**src/rtl/btb_pkg.sv**
```systemverilog
// btb_pkg: shared types and constants for the BTB update path.
//   BTB_ROWS / INDEX_W / TAG_W : default BTB geometry (index taken from pc[5:2])
//   btb_update_t               : one resolved-branch update as buffered in the FIFO
//   btb_state_t                : update-controller FSM states
package btb_pkg;

  localparam int DATA_W   = 32;
  localparam int BTB_ROWS = 16;
  localparam int INDEX_W  = $clog2(BTB_ROWS);
  localparam int TAG_W    = DATA_W - 6;

  typedef struct packed {
    logic [DATA_W-1:0] pc;
    logic [DATA_W-1:0] target;
    logic              taken;
    logic              uncond;
  } btb_update_t;

  typedef enum logic {
    ST_IDLE  = 1'b0,
    ST_FLUSH = 1'b1
  } btb_state_t;

endpackage

```
**src/rtl/sync_fifo.sv**
```systemverilog
// sync_fifo: single-clock FIFO with synchronous active-low reset and a
// synchronous flush that empties it in one cycle.
//   clk, rst     : clock, synchronous active-low reset
//   flush        : discard all contents (wins over push/pop)
//   push, din    : write din when push (caller guarantees !full)
//   pop, dout    : dout is the head entry; pop advances (caller guarantees !empty)
//   empty, full  : occupancy flags
module sync_fifo #(
  parameter int WIDTH = 8,
  parameter int DEPTH = 4
) (
  input  logic             clk,
  input  logic             rst,
  input  logic             flush,
  input  logic             push,
  input  logic             pop,
  input  logic [WIDTH-1:0] din,
  output logic [WIDTH-1:0] dout,
  output logic             empty,
  output logic             full
);

  localparam int PTR_W = (DEPTH > 1) ? $clog2(DEPTH) : 1;
  localparam int CNT_W = $clog2(DEPTH + 1);

  logic [WIDTH-1:0] mem_r [DEPTH];
  logic [PTR_W-1:0] wr_ptr_r;
  logic [PTR_W-1:0] rd_ptr_r;
  logic [CNT_W-1:0] count_r;

  // Pointer advance with explicit wrap so non-power-of-two depths work.
  function automatic logic [PTR_W-1:0] ptr_next(input logic [PTR_W-1:0] p);
    return (p == PTR_W'(DEPTH - 1)) ? '0 : p + PTR_W'(1);
  endfunction

  assign empty = (count_r == '0);
  assign full  = (count_r == CNT_W'(DEPTH));
  assign dout  = mem_r[rd_ptr_r];

  // Storage array: data only, no reset needed since count gates visibility.
  always_ff @(posedge clk) begin
    if (push && !flush) begin
      mem_r[wr_ptr_r] <= din;
    end
  end

  // Pointers and occupancy count.
  always_ff @(posedge clk) begin
    if (!rst || flush) begin
      wr_ptr_r <= '0;
      rd_ptr_r <= '0;
      count_r  <= '0;
    end else begin
      if (push) wr_ptr_r <= ptr_next(wr_ptr_r);
      if (pop)  rd_ptr_r <= ptr_next(rd_ptr_r);
      case ({push, pop})
        2'b10:   count_r <= count_r + CNT_W'(1);
        2'b01:   count_r <= count_r - CNT_W'(1);
        default: count_r <= count_r;
      endcase
    end
  end

endmodule

```
**src/rtl/btb_update_controller.sv**
```systemverilog
// btb_update_controller: buffers resolved branch/JAL updates and writes them
// into the BTB through a port shared with lookup; also sweeps the whole BTB
// invalid on flush_req.
//   clk, rst                 : clock, synchronous active-low reset
//   res_valid/res_ready      : update handshake from execute
//   res_pc/target/taken/uncond : update payload
//   flush_req                : invalidate the whole BTB (discards pending updates)
//   btb_port_busy            : lookup owns the BTB port this cycle, no write
//   wr_en, wr_index, wr_valid, wr_pred, wr_uncond, wr_tag, wr_target : registered BTB write
//   busy                     : sweep in progress or updates pending
module btb_update_controller #(
  parameter int DATA_WIDTH = 32,
  parameter int BTB_ROWS   = 16,
  parameter int FIFO_DEPTH = 4
) (
  input  logic                          clk,
  input  logic                          rst,
  input  logic                          res_valid,
  output logic                          res_ready,
  input  logic [DATA_WIDTH-1:0]         res_pc,
  input  logic [DATA_WIDTH-1:0]         res_target,
  input  logic                          res_taken,
  input  logic                          res_uncond,
  input  logic                          flush_req,
  input  logic                          btb_port_busy,
  output logic                          wr_en,
  output logic [$clog2(BTB_ROWS)-1:0]   wr_index,
  output logic                          wr_valid,
  output logic                          wr_pred,
  output logic                          wr_uncond,
  output logic [DATA_WIDTH-7:0]         wr_tag,
  output logic [DATA_WIDTH-1:0]         wr_target,
  output logic                          busy
);

  import btb_pkg::*;

  localparam int IDX_W = $clog2(BTB_ROWS);

  btb_state_t  state_r, state_next_s;
  logic [IDX_W-1:0] sweep_r;
  btb_update_t upd_in_s, upd_head_s;
  logic fifo_empty_s, fifo_full_s;
  logic push_s, pop_s, fifo_flush_s, sweep_wr_s, sweep_last_s;
  logic unused_pc_s;

  assign upd_in_s.pc     = res_pc;
  assign upd_in_s.target = res_target;
  assign upd_in_s.taken  = res_taken;
  assign upd_in_s.uncond = res_uncond;

  // No pass-through: a full FIFO refuses even if it pops this cycle.
  assign res_ready    = rst && (state_r == ST_IDLE) && !flush_req && !fifo_full_s;
  assign push_s       = res_valid && res_ready;
  assign pop_s        = rst && (state_r == ST_IDLE) && !fifo_empty_s
                        && !btb_port_busy && !flush_req;
  assign fifo_flush_s = (state_r == ST_IDLE) && flush_req;
  assign sweep_wr_s   = (state_r == ST_FLUSH) && !btb_port_busy;
  assign sweep_last_s = (sweep_r == IDX_W'(BTB_ROWS - 1));
  assign busy         = (state_r == ST_FLUSH) || !fifo_empty_s;
  assign unused_pc_s  = ^upd_head_s.pc[1:0];

  sync_fifo #(
    .WIDTH ($bits(btb_update_t)),
    .DEPTH (FIFO_DEPTH)
  ) u_fifo (
    .clk   (clk),
    .rst   (rst),
    .flush (fifo_flush_s),
    .push  (push_s),
    .pop   (pop_s),
    .din   (upd_in_s),
    .dout  (upd_head_s),
    .empty (fifo_empty_s),
    .full  (fifo_full_s)
  );

  // FSM state register.
  always_ff @(posedge clk) begin
    if (!rst) begin
      state_r <= ST_IDLE;
    end else begin
      state_r <= state_next_s;
    end
  end

  // Next-state logic; flush_req is only honoured from IDLE, so a sweep never restarts.
  always_comb begin
    state_next_s = state_r;
    case (state_r)
      ST_IDLE: begin
        if (flush_req) state_next_s = ST_FLUSH;
        else           state_next_s = ST_IDLE;
      end
      ST_FLUSH: begin
        if (sweep_wr_s && sweep_last_s) state_next_s = ST_IDLE;
        else                            state_next_s = ST_FLUSH;
      end
      default: state_next_s = ST_IDLE;
    endcase
  end

  // Sweep index: cleared on flush entry, advances only on cycles that write.
  always_ff @(posedge clk) begin
    if (!rst) begin
      sweep_r <= '0;
    end else if (fifo_flush_s) begin
      sweep_r <= '0;
    end else if (sweep_wr_s) begin
      sweep_r <= sweep_last_s ? '0 : sweep_r + IDX_W'(1);
    end
  end

  // Registered BTB write port; fields are zeroed on cycles without a write.
  always_ff @(posedge clk) begin
    if (!rst) begin
      wr_en     <= 1'b0;
      wr_index  <= '0;
      wr_valid  <= 1'b0;
      wr_pred   <= 1'b0;
      wr_uncond <= 1'b0;
      wr_tag    <= '0;
      wr_target <= '0;
    end else if (pop_s) begin
      wr_en     <= 1'b1;
      wr_index  <= upd_head_s.pc[IDX_W+1:2];
      wr_valid  <= 1'b1;
      wr_pred   <= upd_head_s.taken;
      wr_uncond <= upd_head_s.uncond;
      wr_tag    <= upd_head_s.pc[DATA_WIDTH-1:6];
      wr_target <= upd_head_s.target;
    end else if (sweep_wr_s) begin
      wr_en     <= 1'b1;
      wr_index  <= sweep_r;
      wr_valid  <= 1'b0;
      wr_pred   <= 1'b0;
      wr_uncond <= 1'b0;
      wr_tag    <= '0;
      wr_target <= '0;
    end else begin
      wr_en     <= 1'b0;
      wr_index  <= '0;
      wr_valid  <= 1'b0;
      wr_pred   <= 1'b0;
      wr_uncond <= 1'b0;
      wr_tag    <= '0;
      wr_target <= '0;
    end
  end

endmodule

```
**config.mk**
```make
export PLATFORM = sky130hd
export DESIGN_NAME = btb_update_controller
export DESIGN_NICKNAME = d
export VERILOG_FILES = /design/src/rtl/btb_pkg.sv /design/src/rtl/sync_fifo.sv /design/src/rtl/btb_update_controller.sv
export SDC_FILE = /design/constraint.sdc
export NUM_CORES = 1
export LEC_CHECK = 0
export CAP_MARGIN = 20
export CORE_MARGIN = 2
export CORE_UTILIZATION = 49
export CTS_CLUSTER_DIAMETER = 120
export DETAILED_ROUTE_END_ITERATION = 6
export PLACE_DENSITY = 0.75
export SYNTH_ARGS = -nofsm -noshare
export SYNTH_HDL_FRONTEND = slang
export SYNTH_SLANG_ARGS = --single-unit
```
**constraint.sdc**
```tcl
create_clock -name clk -period 9.15 [get_ports clk]
set_input_delay 1.3725 -clock clk [delete_from_list [all_inputs] [get_ports clk]]
set_output_delay 1.3725 -clock clk [all_outputs]
set_load 0.02 [all_outputs]
```
* Yosys cells after proc, flatten, opt, wreduce, memory -nomap -nowiden *
Memory sizes are Yosys's and may differ from the RTL's. A register that Yosys moved wholly into a read port is not among the register bits.
Index checks and enable logic that the tools add are counted.

storage, ports and cells
  bits in registers = 78
  bits in writable memories = 264
  bits of input ports = 71
  output and inout port bits = 68
  memories = 1

operators by class
  add/subtract/negate cells = 5
  equality and inequality tests = 6
  muxes and demuxes = 16
  bitwise gates (word level) = 2
  reductions and logical operators = 23

memory list
  name          depth  width  read ports  clocked after memory_dff  write ports  line             source
  u_fifo.mem_r  4      66     1           1                         1            sync_fifo.sv:26  logic [WIDTH-1:0] mem_r [DEPTH];

operators with widths
  kind                                                                 count
  4-bit 2-to-1 mux                                                     3
  1-bit logical AND                                                    11
  2-bit 2-to-1 mux                                                     4
  1-bit 2-to-1 mux                                                     7
  2-bit == test (second input constant)                                3
  1-bit logical NOT                                                    6
  3-bit case mux with 2 select lines                                   1
  2-bit by 1-bit adder with 2-bit output (second input constant)       2
  4-bit by 1-bit adder with 4-bit output (second input constant)       1
  4-bit == test (second input constant)                                1
  3-bit by 1-bit adder with 3-bit output (second input constant)       1
  3-bit == test (second input constant)                                1
  3-bit logical NOT                                                    1
  3-bit by 1-bit subtractor with 3-bit output (second input constant)  1
  2-bit by 1-bit == test with 1-bit output (second input constant)     1
  1-bit logical OR                                                     2
  1-bit inverter                                                       2
  1-bit case mux with 2 select lines                                   1
  2-bit AND reduction                                                  1
  2-bit nonzero test                                                   1
  2-bit OR reduction                                                   1

* Logic depth before layout (Yosys ltp) *
Gate-level depths: netlist (run 1).

  depth in word-level cells = 8
  mapped depth = 10
  depth with buffers taken out = 9

* Hierarchy *
Synthesis (run 1) repeated with hierarchy kept, for this count alone.

unflattened totals
  cell total of the unflattened synthesis = 573
  area, all modules = 12,100.4 µm²

modules (own cells, without submodules)
  module                 times used  cells each  area an instance (µm²)
  sync_fifo              1           394         9,975.8
  btb_update_controller  1           179         2,124.5

* Least setup slack after synthesis (run 1) *
Ideal clock, no wire load.

  kind = input-to-reg
  from = in flush_req
  to = mem u_fifo.mem_r[3][0] (netlist name), enable pin
  arrival = 3.600 ns
  slack = 5.121 ns
  stages on the path = 3
  buffers on the path = 0
  cells stage by stage = or3b_4 > a211oi_2 > and2_1

on the way
  cells in the longest elaborated chain, start to end = 7

ends and longest elaborated chain
  what                                        line                         source
  start, declared                             btb_update_controller.sv:24  input logic flush_req,
  1-bit logical NOT                           btb_update_controller.sv:53  assign res_ready = rst && (state_r == ST_IDLE) && !flush_req && !fifo_full_s;
  1-bit logical AND (2 in a row)              btb_update_controller.sv:53
  1-bit logical AND                           btb_update_controller.sv:54  assign push_s = res_valid && res_ready;
  1-bit logical AND (*)                       sync_fifo.sv:42              if (push && !flush) begin
  1-bit 2-to-1 mux (*)                        sync_fifo.sv:42
  1-bit 2-to-1 mux (not written as such) (*)  sync_fifo.sv:43              mem_r[wr_ptr_r] <= din;
  end, declared                               sync_fifo.sv:26

Every way passes the cells marked *; elsewhere a longest branch is shown, timed or not.

* Final worst setup path (run 1) *
  from = in rst
  to = out res_ready

on the way
  cells in the longest elaborated chain, start to end = 3

ends and longest elaborated chain
  what                            line                         source
  start, declared                 btb_update_controller.sv:17  input logic rst,
  1-bit logical AND (3 in a row)  btb_update_controller.sv:53
  end, declared                   btb_update_controller.sv:19  output logic res_ready,

No other way between the ends.

==> results of run 1 <==
[synthesized netlist by cell type (all sizes together), types with 2 or more instances]
master	number	share of area
a21oi	8	0.0034
a32o	4	0.0034
and2	4	0.0021
and3	61	0.032
buf	12	0.0058
clkbuf	18	0.0057
dfxtp	80	0.14
edfxtp	256	0.65
ha	7	0.0074
inv	9	0.0029
mux2i	2	0.0017
mux4	64	0.12
nand2	5	0.0016
nand2b	2	0.0011
nand3	2	0.00085
nor2	7	0.0022
o211ai	2	0.0013
o21ai	5	0.0021
or3	3	0.0016
xor2	3	0.0022
[routing by layer]
| layer | routed length, um | global-route usage |
|---|---|---|
| met5 | 0 | 0 |
| met2 | 11100 | 0.297 |
| met4 | 525 | 0.0653 |
| met1 | 8860 | 0.222 |
| met3 | 1270 | 0.0383 |
[worst min-delay path, delay by kind of cell (launching register included)]
family | cells | cell delay (ns)
AO/OA/AOI/OAI | 2 | 0.15
flip-flops | 1 | 0.31
[cell type report]
| cell class | count | area [um2] | area share |
|---|---|---|---|
| Multi-Input combinational cell | 192 | 2340 | 0.159 |
| Clock buffer | 46 | 968 | 0.0658 |
| Clock inverter | 18 | 283 | 0.0192 |
| Sequential cell | 336 | 9300 | 0.632 |
| Tap cell | 319 | 399 | 0.0271 |
| Timing Repair Buffer | 139 | 1400 | 0.0949 |
| Antenna cell | 1 | 2.50 | 0.000170 |
| Inverter | 9 | 33.8 | 0.00230 |
[power by group]
group / internal (mW) / switching [mW] / total (mW)
logic: 0.0407 / 0.0379 / 0.0785
registers: 1.65 / 0.00468 / 1.66
clock network: 0.948 / 0.558 / 1.51
[registers in the layout, indices dropped and copies added, names as in the netlist, named ones only]
name / count
u_fifo.wr_ptr_r: 2
u_fifo.mem_r: 256
u_fifo.count_r: 3
wr_uncond: 1
wr_tag: 26
sweep_r: 4
wr_pred: 1
wr_valid: 1
wr_index: 4
state_r: 1
u_fifo.rd_ptr_r: 2
wr_en: 1
wr_target: 32
[how the worst max path moves through the flow]
stage                     depth (start not counted)            endpoint       from  slack, ns
final                                             4           res_ready        rst       4.50
after global routing                              4           res_ready        rst       4.46
after CTS                                         4           res_ready        rst       4.51
after detailed placement                          4           res_ready        rst       4.52
after global placement                            4           res_ready        rst       4.55
after floorplan                                   3  u_fifo.mem_r[3][0]  flush_req       5.12
[cells by family after synthesis]
family	after synthesis	synth area share
and+or+nand+nor	92	0.0487
adders and majority gates	8	0.00913
AOI/OAI and AO/OA	23	0.0134
DFF	336	0.788
xor gates and xnor gates	3	0.00223
buffers and inverters	39	0.0144
muxes	66	0.124
[placed cells by master (no fill, tap or decap), types with 5 or more instances in the layout]
master           Yosys  final
clkbuf_1            18      7
a21oi_1              8      8
clkinv_2             0      5
clkdlybuf4s50_1      0    136
bufinv_16            0      7
mux4_2              64     64
dfxtp_1             80     78
clkbuf_16            0     36
nand2_1              5      5
inv_1                8      8
ha_1                 7      7
and3_1              61     61
nor2_1               7      7
edfxtp_1           256    256
==> summary.md, run 1 <==
| Metric | Value |
|---|---|
| CTS Root Buffer Type | `clkbuf_16` |
| Setup violations, final | `0` |
| Hold path cells | `2` |
| Final core occ | `0.625` |
| P_leak | `4.97 nW` |
| Post-CTS Setup Repair Bufs | `0` |
| Worst Hold Launch | `u_fifo.rd_ptr_r[1]` |
| GRT overflow | `0` |
| Crit path required time | `7.78 ns` |
| Final ANT Viol Nets | `0` |
| Worst slew pin tran | `1.03 ns` |
| Seq/Total Area, Yosys | `0.788` |
| Row count | `56` |
| CTS buffer count | `35` |
| Area delta synth->final | `24.9%` |
| Ys async rst share | `0` |
| Post-Layout Cell Count | `1060` |
| DRT iter0 DRCs | `341` |
| # fillers | `1674` |
| Io pins | `139` |
| TNS Setup | `0 ns` |
| Cell Pwr Density | `220 nW/um2` |
| Clock H-tree levels | `2` |
| Crit-path most repeated cell | `clkdlybuf4s50_1` |
| Clk sinks | `336` |
| Total wire length | `21700 um` |
| Final Hold Viols | `0` |
| Critical path buffers and inverters | `2` |
| Share of layout cells above drive strength 1 | `0.182` |
| # DRC | `0` |
| Clock latency on the worst-skew pair | `0.51 ns` |
| Final Hold Slack | `0.502 ns` |
| Top FF cell, synth | `edfxtp_1` |
| Die area | `25300 um2` |
| CP peak stage delay | `0.72 ns` |
| Nets | `792` |
| Final cycle utilization of the critical path | `0.508` |
| Max clock buf depth | `3` |
| Slowest stage cell, crit path | `clkdlybuf4s50_1` |
| Outcome | `finished, final reports clean` |
| Post-route cell area | `14700 um2` |
| Max Slew Vio Count | `0` |
| Setup Skew | `0.0219 ns` |
| Setup ws final | `4.50 ns` |
| Yosys Warn Count | `0` |
| Worst-path clk slew | `0.06 ns` |
| Vias in the first global route | `6270` |
| Post-route minimum period | `4.65 ns` |
| Max_cap viols | `0` |
| Largest net degree at the start of global routing | `65` |
| First-pass GRT wire length | `34500 um` |
| CP top delay family | `buffers and inverters` |
| Die width | `159 um` |
| Flop2flop setup slack | `6.12 ns` |
| Seq cells post-synth | `336` |
| Worst r2r dst | `u_fifo.count_r[2]` |
| Core area | `23500 um2` |
| FF-to-FF Start | `state_r` |
| Synth Instances | `567` |
| Vias post-DR | `5679` |
| Initial antenna violation count | `1` |
| Worst reg2reg path depth | `8` |
| CP arrival | `3.28 ns` |
| Via-per-instance ratio | `5.36` |
| Initial Utilization | `0.501` |
| Netlist cell types | `37` |
| Overall Global Routing Usage | `0.175` |
| Drt pass-1 iters | `4` |
| IO buf count | `136` |
| DP Area | `13500 um2` |
| Number of synthesized flops with an enable pin | `256` |
| Post-Synthesis Cell Area | `11800 um2` |
| CP cell instances | `clkdlybuf4s50_1, or3b_4, a21oi_1, clkdlybuf4s50_1` |
| Post-synthesis net count | `646` |
| Place WS | `4.52 ns` |
| WL/cell | `20.5 um` |
| Synth Area per Inst | `20.8 um2` |
| Gpl congestion | `0.712` |
| Worst Setup Path Type | `in -> out` |
| Hold-fix buffers at CTS | `0` |
| Die height | `159 um` |
| Critical Path Fanout Max | `12` |
| Total chip power | `3.24 mW` |
| RSZ-0062 raised after global routing | `no` |
| Post-cts sizing count | `0` |
| CTS tree | `built` |
| Critical Path Source Type | `input port` |
| Post-DP HPWL | `11500 um` |
| FMAX | `0.215 GHz` |
| Worst vdd ir | `0.239 mV` |
| Crit. End Element | `output port` |
| # placed instances | `995` |
| Slew HR | `0.315` |
| Hold Path Class | `reg -> reg` |
(Power assumes the default switching activity.)
==> run 2, diff against run 1 <==
clock period = 4.9 ns   (was 9.15 ns; I/O delays follow)
==> summary.md, run 2 (synthesis gave the netlist of run 1 again) <==
| Metric | Value |
|---|---|
| CP peak stage delay | `0.71 ns (about the same)` |
| Most frequent cells in the layout | `edfxtp_1 (256), clkdlybuf4s50_1 (136), dfxtp_1 (78), mux4_2 (64), and3_1 (61)` |
| Total wire length | `21700 um (-0.30%)` |
| Clock latency on the worst-skew pair | `0.51 ns (about the same)` |
| WL/cell | `20.4 um (-0.30%)` |
| Clk sinks | `336 (unchanged)` |
| GRT overflow | `0 (unchanged)` |
| Worst slew pin tran | `1.02 ns (-0.00646 ns)` |
| Final ANT Viol Nets | `0 (unchanged)` |
| Initial antenna violation count | `1 (unchanged)` |
| Crit. End Element | `register` |
| CTS buffer count | `34 (-2.9%)` |
| Largest net degree at the start of global routing | `65 (unchanged)` |
| Setup violations, final | `0 (unchanged)` |
| Flop2flop setup slack | `1.97 ns (-4.15 ns)` |
| Max_cap viols | `0 (unchanged)` |
| Die width | `159 um (unchanged)` |
| M2 GR Usage | `0.296 (-0.00178)` |
| Post-DP HPWL | `11800 um (+2.5%)` |
| Largest regs | `u_fifo.mem_r: 256 flops, wr_target: 32 flops, wr_tag: 26 flops` |
| Most common cell after layout, fill and taps aside | `edfxtp_1` |
| # DRC | `0 (unchanged)` |
| Area delta synth->final | `24.7%` |
| CP arrival | `3.80 ns (+0.52 ns)` |
| P_leak | `4.98 nW (+0.13%)` |
| Cell Pwr Density | `403 nW/um2 (+83%)` |
| Clock group share of total power | `0.454 (-0.011)` |
| Hold Path Class | `reg -> reg` |
| Worst Setup Path Type | `in -> reg` |
| Max reg flops | `256 (unchanged)` |
| Slowest stage cell, crit path | `clkdlybuf4s50_1` |
| Outcome | `finished, final reports clean` |
| Initial Utilization | `0.501 (unchanged)` |
| Gr busiest metal | `met2` |
| Internal Pwr Total | `4.81 mW (+82%)` |
| Psw | `1.12 mW (+86%)` |
| CTS Root Buffer Type | `clkbuf_16` |
| Reg area | `9300 um2 (unchanged)` |
| CP cell instances | `clkdlybuf4s50_1, or4b_4, nor2_1, ha_1, inv_1, fa_1, xor2_1, or3_1, a21oi_1` |
| Critical Path Source Type | `input port` |
| RSZ-0062 raised after global routing | `no` |
| Crit path required time | `5.32 ns (-2.46 ns)` |
| Vias post-DR | `5741 (+1.1%)` |
| Final cycle utilization of the critical path | `0.691` |
| Hold-fix buffers at CTS | `0 (unchanged)` |
| Place WS | `1.06 ns (-3.45 ns)` |
| Row count | `56 (unchanged)` |
| DP Area | `13500 um2 (about the same)` |
| Nets | `793 (+0.13%)` |
| Overall Global Routing Usage | `0.173 (-0.00175)` |
| Post-CTS Setup Repair Bufs | `0 (unchanged)` |
| Grt met1 use | `0.220 (-0.00217)` |
| Die height | `159 um (unchanged)` |
| Share of layout cells above drive strength 1 | `0.186 (+0.00405)` |
| IO buf count | `136 (unchanged)` |
| Final Hold Viols | `0 (unchanged)` |
| CTS tree | `built` |
| Post-route cell area | `14700 um2 (-0.12%)` |
| Post-cts sizing count | `0 (unchanged)` |
| CP top delay family | `simple AND/OR/NAND/NOR gates` |
| Worst-path clk slew | `0.06 ns (about the same)` |
| Met3 Resource Use GR | `0.0417 (+0.00339)` |
| Critical path buffers and inverters | `2 (unchanged)` |
| Switching share of power | `0.188 (+0.00279)` |
| Worst vdd ir | `0.334 mV (+40%)` |
| FMAX | `0.295 GHz` |
| Gpl congestion | `0.745 (+4.6%)` |
| Multi-input gate area | `2340 um2 (unchanged)` |
| Post-route minimum period | `3.38 ns` |
| Combinational power share | `0.025 (about the same)` |
| DRT iter0 DRCs | `284 (-17%)` |
| Max Slew Vio Count | `0 (unchanged)` |
| Largest register by flop count | `u_fifo.mem_r` |
| Critical Path Fanout Max | `12 (unchanged)` |
| Drt pass-1 iters | `4 (unchanged)` |
| Sequential Power Share | `0.521 (+0.010)` |
| # fillers | `1682 (+0.48%)` |
| Clock H-tree levels | `2 (unchanged)` |
| Die area | `25300 um2 (unchanged)` |
| Vias in the first global route | `6171 (-1.6%)` |
| First-pass GRT wire length | `34000 um (-1.5%)` |
| Io pins | `139 (unchanged)` |
| Max clock buf depth | `3 (unchanged)` |
| Slew HR | `0.319 (+0.00431)` |
| Via-per-instance ratio | `5.42 (+1.1%)` |
| Setup ws final | `1.52 ns (-2.98 ns)` |
| TNS Setup | `0 ns (unchanged)` |
| Setup Skew | `0.0129 ns (-0.00910 ns)` |
| Core area | `23500 um2 (unchanged)` |
[run 2: layer usage]
metal / vias to the layer above / routed length, um
met3: 44 / 1230
met2: 174 / 11000
met1: 2943 / 8900
met4: 0 / 541
met5: - / 0
li1: 2580 / -
[run 2: layout make-up]
| cell class | count | share of cell area |
|---|---|---|
| antenna | 1 | 0.000170 |
| clock buffer | 48 | 0.0706 |
| clock inverter | 14 | 0.0120 |
| inverter | 9 | 0.00230 |
| multi-input combinational | 192 | 0.159 |
| sequential | 336 | 0.632 |
| tap | 319 | 0.0272 |
| timing repair buffer | 141 | 0.0963 |
[run 2: worst reg2reg max path: stages, from the launching register on]
cell and delay, ns:
dfxtp_1 0.42, or4b_4 0.61, nor2_1 0.38, ha_1 0.28, inv_1 0.07, fa_1 0.43, xor2_1 0.17, or3_1 0.33
a21oi_1 0.17
[run 2: through the flow]
stage                     power, mW  instances  hold WS (ns)   util
final                          5.93       1060         0.532  0.624
after global placement         3.29        995         0.487  0.571
after detailed placement       3.30        996         0.500  0.572
after CTS                      5.99       1058         0.530  0.623
after global routing           6.12       1060         0.558  0.624
after floorplan                3.20        567         0.466      -
[run 2: path summary, 6_finish.rpt]
path                                         start           endpoint  depth (start not counted)
worst max register to register             state_r  u_fifo.count_r[2]                          8
worst min-delay path            u_fifo.rd_ptr_r[1]           register                          2
worst min register to register  u_fifo.rd_ptr_r[1]           register                          2
worst max-delay path                           rst  u_fifo.count_r[2]                          9
[run 2: power by group through the flow]
stage	clock network (mW)	registers, mW	logic (mW)
final	2.69	3.09	0.147
after CTS	2.75	3.09	0.147
after global routing	2.87	3.09	0.159
after global placement	0	3.15	0.138
after floorplan	0	3.15	0.0484
after detailed placement	0	3.15	0.146
==> run 3, diff against run 2 <==
clock period = 3.4 ns   (was 4.9 ns; I/O delays follow)
==> summary.md, run 3 (synthesis gave the netlist of run 1 again) <==
| Metric | Value |
|---|---|
| Outcome | `finished, final reports clean` |
| Final Hold Viols | `0 (unchanged)` |
| Worst-path clk slew | `0.06 ns (about the same)` |
| Io pins | `139 (unchanged)` |
| Initial antenna violation count | `1 (unchanged)` |
| Critical Path Source Type | `input port` |
| Overall Global Routing Usage | `0.176 (+0.00306)` |
| Setup violations, final | `0 (unchanged)` |
| Slowest stage cell, crit path | `or4b_4` |
| Hold path cells | `2 (unchanged)` |
| Largest net degree at the start of global routing | `65 (unchanged)` |
| Clk sinks | `336 (unchanged)` |
| Via-per-instance ratio | `5.48 (+1.1%)` |
| Worst Hold Launch | `u_fifo.rd_ptr_r[1]` |
| Worst r2r dst | `u_fifo.count_r[2]` |
| Post-Layout Cell Count | `1064 (+0.38%)` |
| Post-cts sizing count | `0 (unchanged)` |
| Total wire length | `22300 um (+3.1%)` |
| Final cycle utilization of the critical path | `0.802` |
| Drt pass-1 iters | `4 (unchanged)` |
| DRT iter0 DRCs | `438 (+54%)` |
| Area delta synth->final | `25.7%` |
| Post-CTS Setup Repair Bufs | `0 (unchanged)` |
| First-pass GRT wire length | `34600 um (+1.9%)` |
| DP Area | `13700 um2 (+1.6%)` |
| Worst reg2reg path depth | `8 (unchanged)` |
| Core area | `23500 um2 (unchanged)` |
| Diodes inserted | `0 (-1)` |
| P_leak | `5.02 nW (+0.83%)` |
| CTS tree | `built` |
| Hold Path Class | `reg -> reg` |
| Row count | `56 (unchanged)` |
| RSZ-0062 raised after global routing | `no` |
| Die area | `25300 um2 (unchanged)` |
| # placed instances | `1006 (+1.0%)` |
| Worst slew pin tran | `0.990 ns (-0.0316 ns)` |
| # DRC | `0 (unchanged)` |
| FMAX | `0.367 GHz` |
| Worst Setup Path Type | `in -> reg` |
| Post-DP HPWL | `13100 um (+11%)` |
| CP arrival | `3.19 ns (-0.61 ns)` |
| Max reg flops | `256 (unchanged)` |
| Slew HR | `0.340 (+0.0211)` |
| Clock latency on the worst-skew pair | `0.57 ns (+0.06 ns)` |
| Die width | `159 um (unchanged)` |
| # fillers | `1652 (-1.8%)` |
| Post-route cell area | `14800 um2 (+0.82%)` |
| Hold-fix buffers at CTS | `0 (unchanged)` |
| Worst vdd ir | `0.488 mV (+46%)` |
| Cell Pwr Density | `571 nW/um2 (+42%)` |
| Post-route minimum period | `2.73 ns` |
| Clock H-tree levels | `1 (-1)` |
| Die height | `159 um (unchanged)` |
| Most frequent cells in the layout | `edfxtp_1 (256), clkdlybuf4s50_1 (136), dfxtp_1 (78), mux4_2 (64), and3_1 (61)` |
| Crit path required time | `3.87 ns (-1.45 ns)` |
| CTS buffer count | `31 (-8.8%)` |
| CTS Root Buffer Type | `clkbuf_16` |
| WL/cell | `21.0 um (+2.7%)` |
| Nets | `799 (+0.76%)` |
| Largest regs | `u_fifo.mem_r: 256 flops, wr_target: 32 flops, wr_tag: 26 flops` |
| GRT overflow | `0 (unchanged)` |
| Largest register by flop count | `u_fifo.mem_r` |
| Crit path launch | `flush_req` |
| Crit. End Element | `register` |
| Max Slew Vio Count | `0 (unchanged)` |
| Final Hold Slack | `0.510 ns (-0.0217 ns)` |
| CP peak stage delay | `0.59 ns (-0.12 ns)` |
| Setup Skew | `0.0174 ns (+0.00455 ns)` |
| Initial Utilization | `0.501 (unchanged)` |
| Vias in the first global route | `6144 (-0.44%)` |
| Max clock buf depth | `3 (unchanged)` |
| TNS Setup | `0 ns (unchanged)` |
| Vias post-DR | `5828 (+1.5%)` |
| Critical Path Fanout Max | `5 (-7)` |
| CP cell instances | `clkdlybuf4s50_1, or4b_4, nor2_1, ha_1, inv_1, fa_1, xor2_1, or3_1, a21oi_1` |
| Flop2flop setup slack | `0.71 ns (-1.26 ns)` |
| FF-to-FF Start | `state_r` |
| IO buf count | `136 (unchanged)` |
| Gpl congestion | `0.770 (+3.4%)` |
| Share of layout cells above drive strength 1 | `0.191 (+0.00412)` |
| Most common cell after layout, fill and taps aside | `edfxtp_1` |
| Max_cap viols | `0 (unchanged)` |
| Final ANT Viol Nets | `0 (unchanged)` |
-- run 3: per-layer routing --
metal  part of all wire  up-vias  global-route usage
met3              0.056       33              0.0370
met5            0.00058        -                   0
met1               0.42     3019               0.231
met4              0.020        2              0.0512
li1                   -     2588                   -
met2               0.51      186               0.300
-- run 3: how the worst max path moves through the flow --
stage                              end  slack, ns
finish               u_fifo.count_r[2]       0.67
global route         u_fifo.count_r[2]       0.56
CTS                          res_ready       0.68
detailed placement   u_fifo.count_r[2]       0.14
global placement     u_fifo.count_r[2]       0.29
floorplan           u_fifo.mem_r[3][0]       0.23
-- run 3: layout make-up --
type | instances | area [um2] | area share
well taps | 319 | 399 | 0.0269
inverters | 9 | 33.8 | 0.00228
repair buffers | 150 | 1600 | 0.108
clock inverters | 18 | 279 | 0.0188
clock buffers | 40 | 870 | 0.0587
flip-flops and latches | 336 | 9300 | 0.627
multi-input cells | 192 | 2340 | 0.158
-- run 3: worst max-delay path: cells and delay by family --
family                     cells  cell delay, ns
xor gates and xnor gates       1            0.16
AOI/OAI and AO/OA              1            0.20
adders and majority gates      2            0.65
and+or+nand+nor                3            1.07
buffers and inverters          2            0.59
-- run 3: where the power goes --
part	switching [mW]	leakage, nW	total, mW	internal, mW
sequential	0.0125	2.95	4.45	4.44
clock	1.45	0.568	3.79	2.34
combinational	0.105	1.49	0.221	0.116
-- run 3: stage by stage --
stage	power, mW	setup slack (ns)	util
finish	8.46	0.675	0.630
global route	8.72	0.560	0.630
CTS	8.53	0.683	0.630
detailed placement	4.76	0.144	0.581
global placement	4.75	0.293	0.580
floorplan	4.61	0.234	-
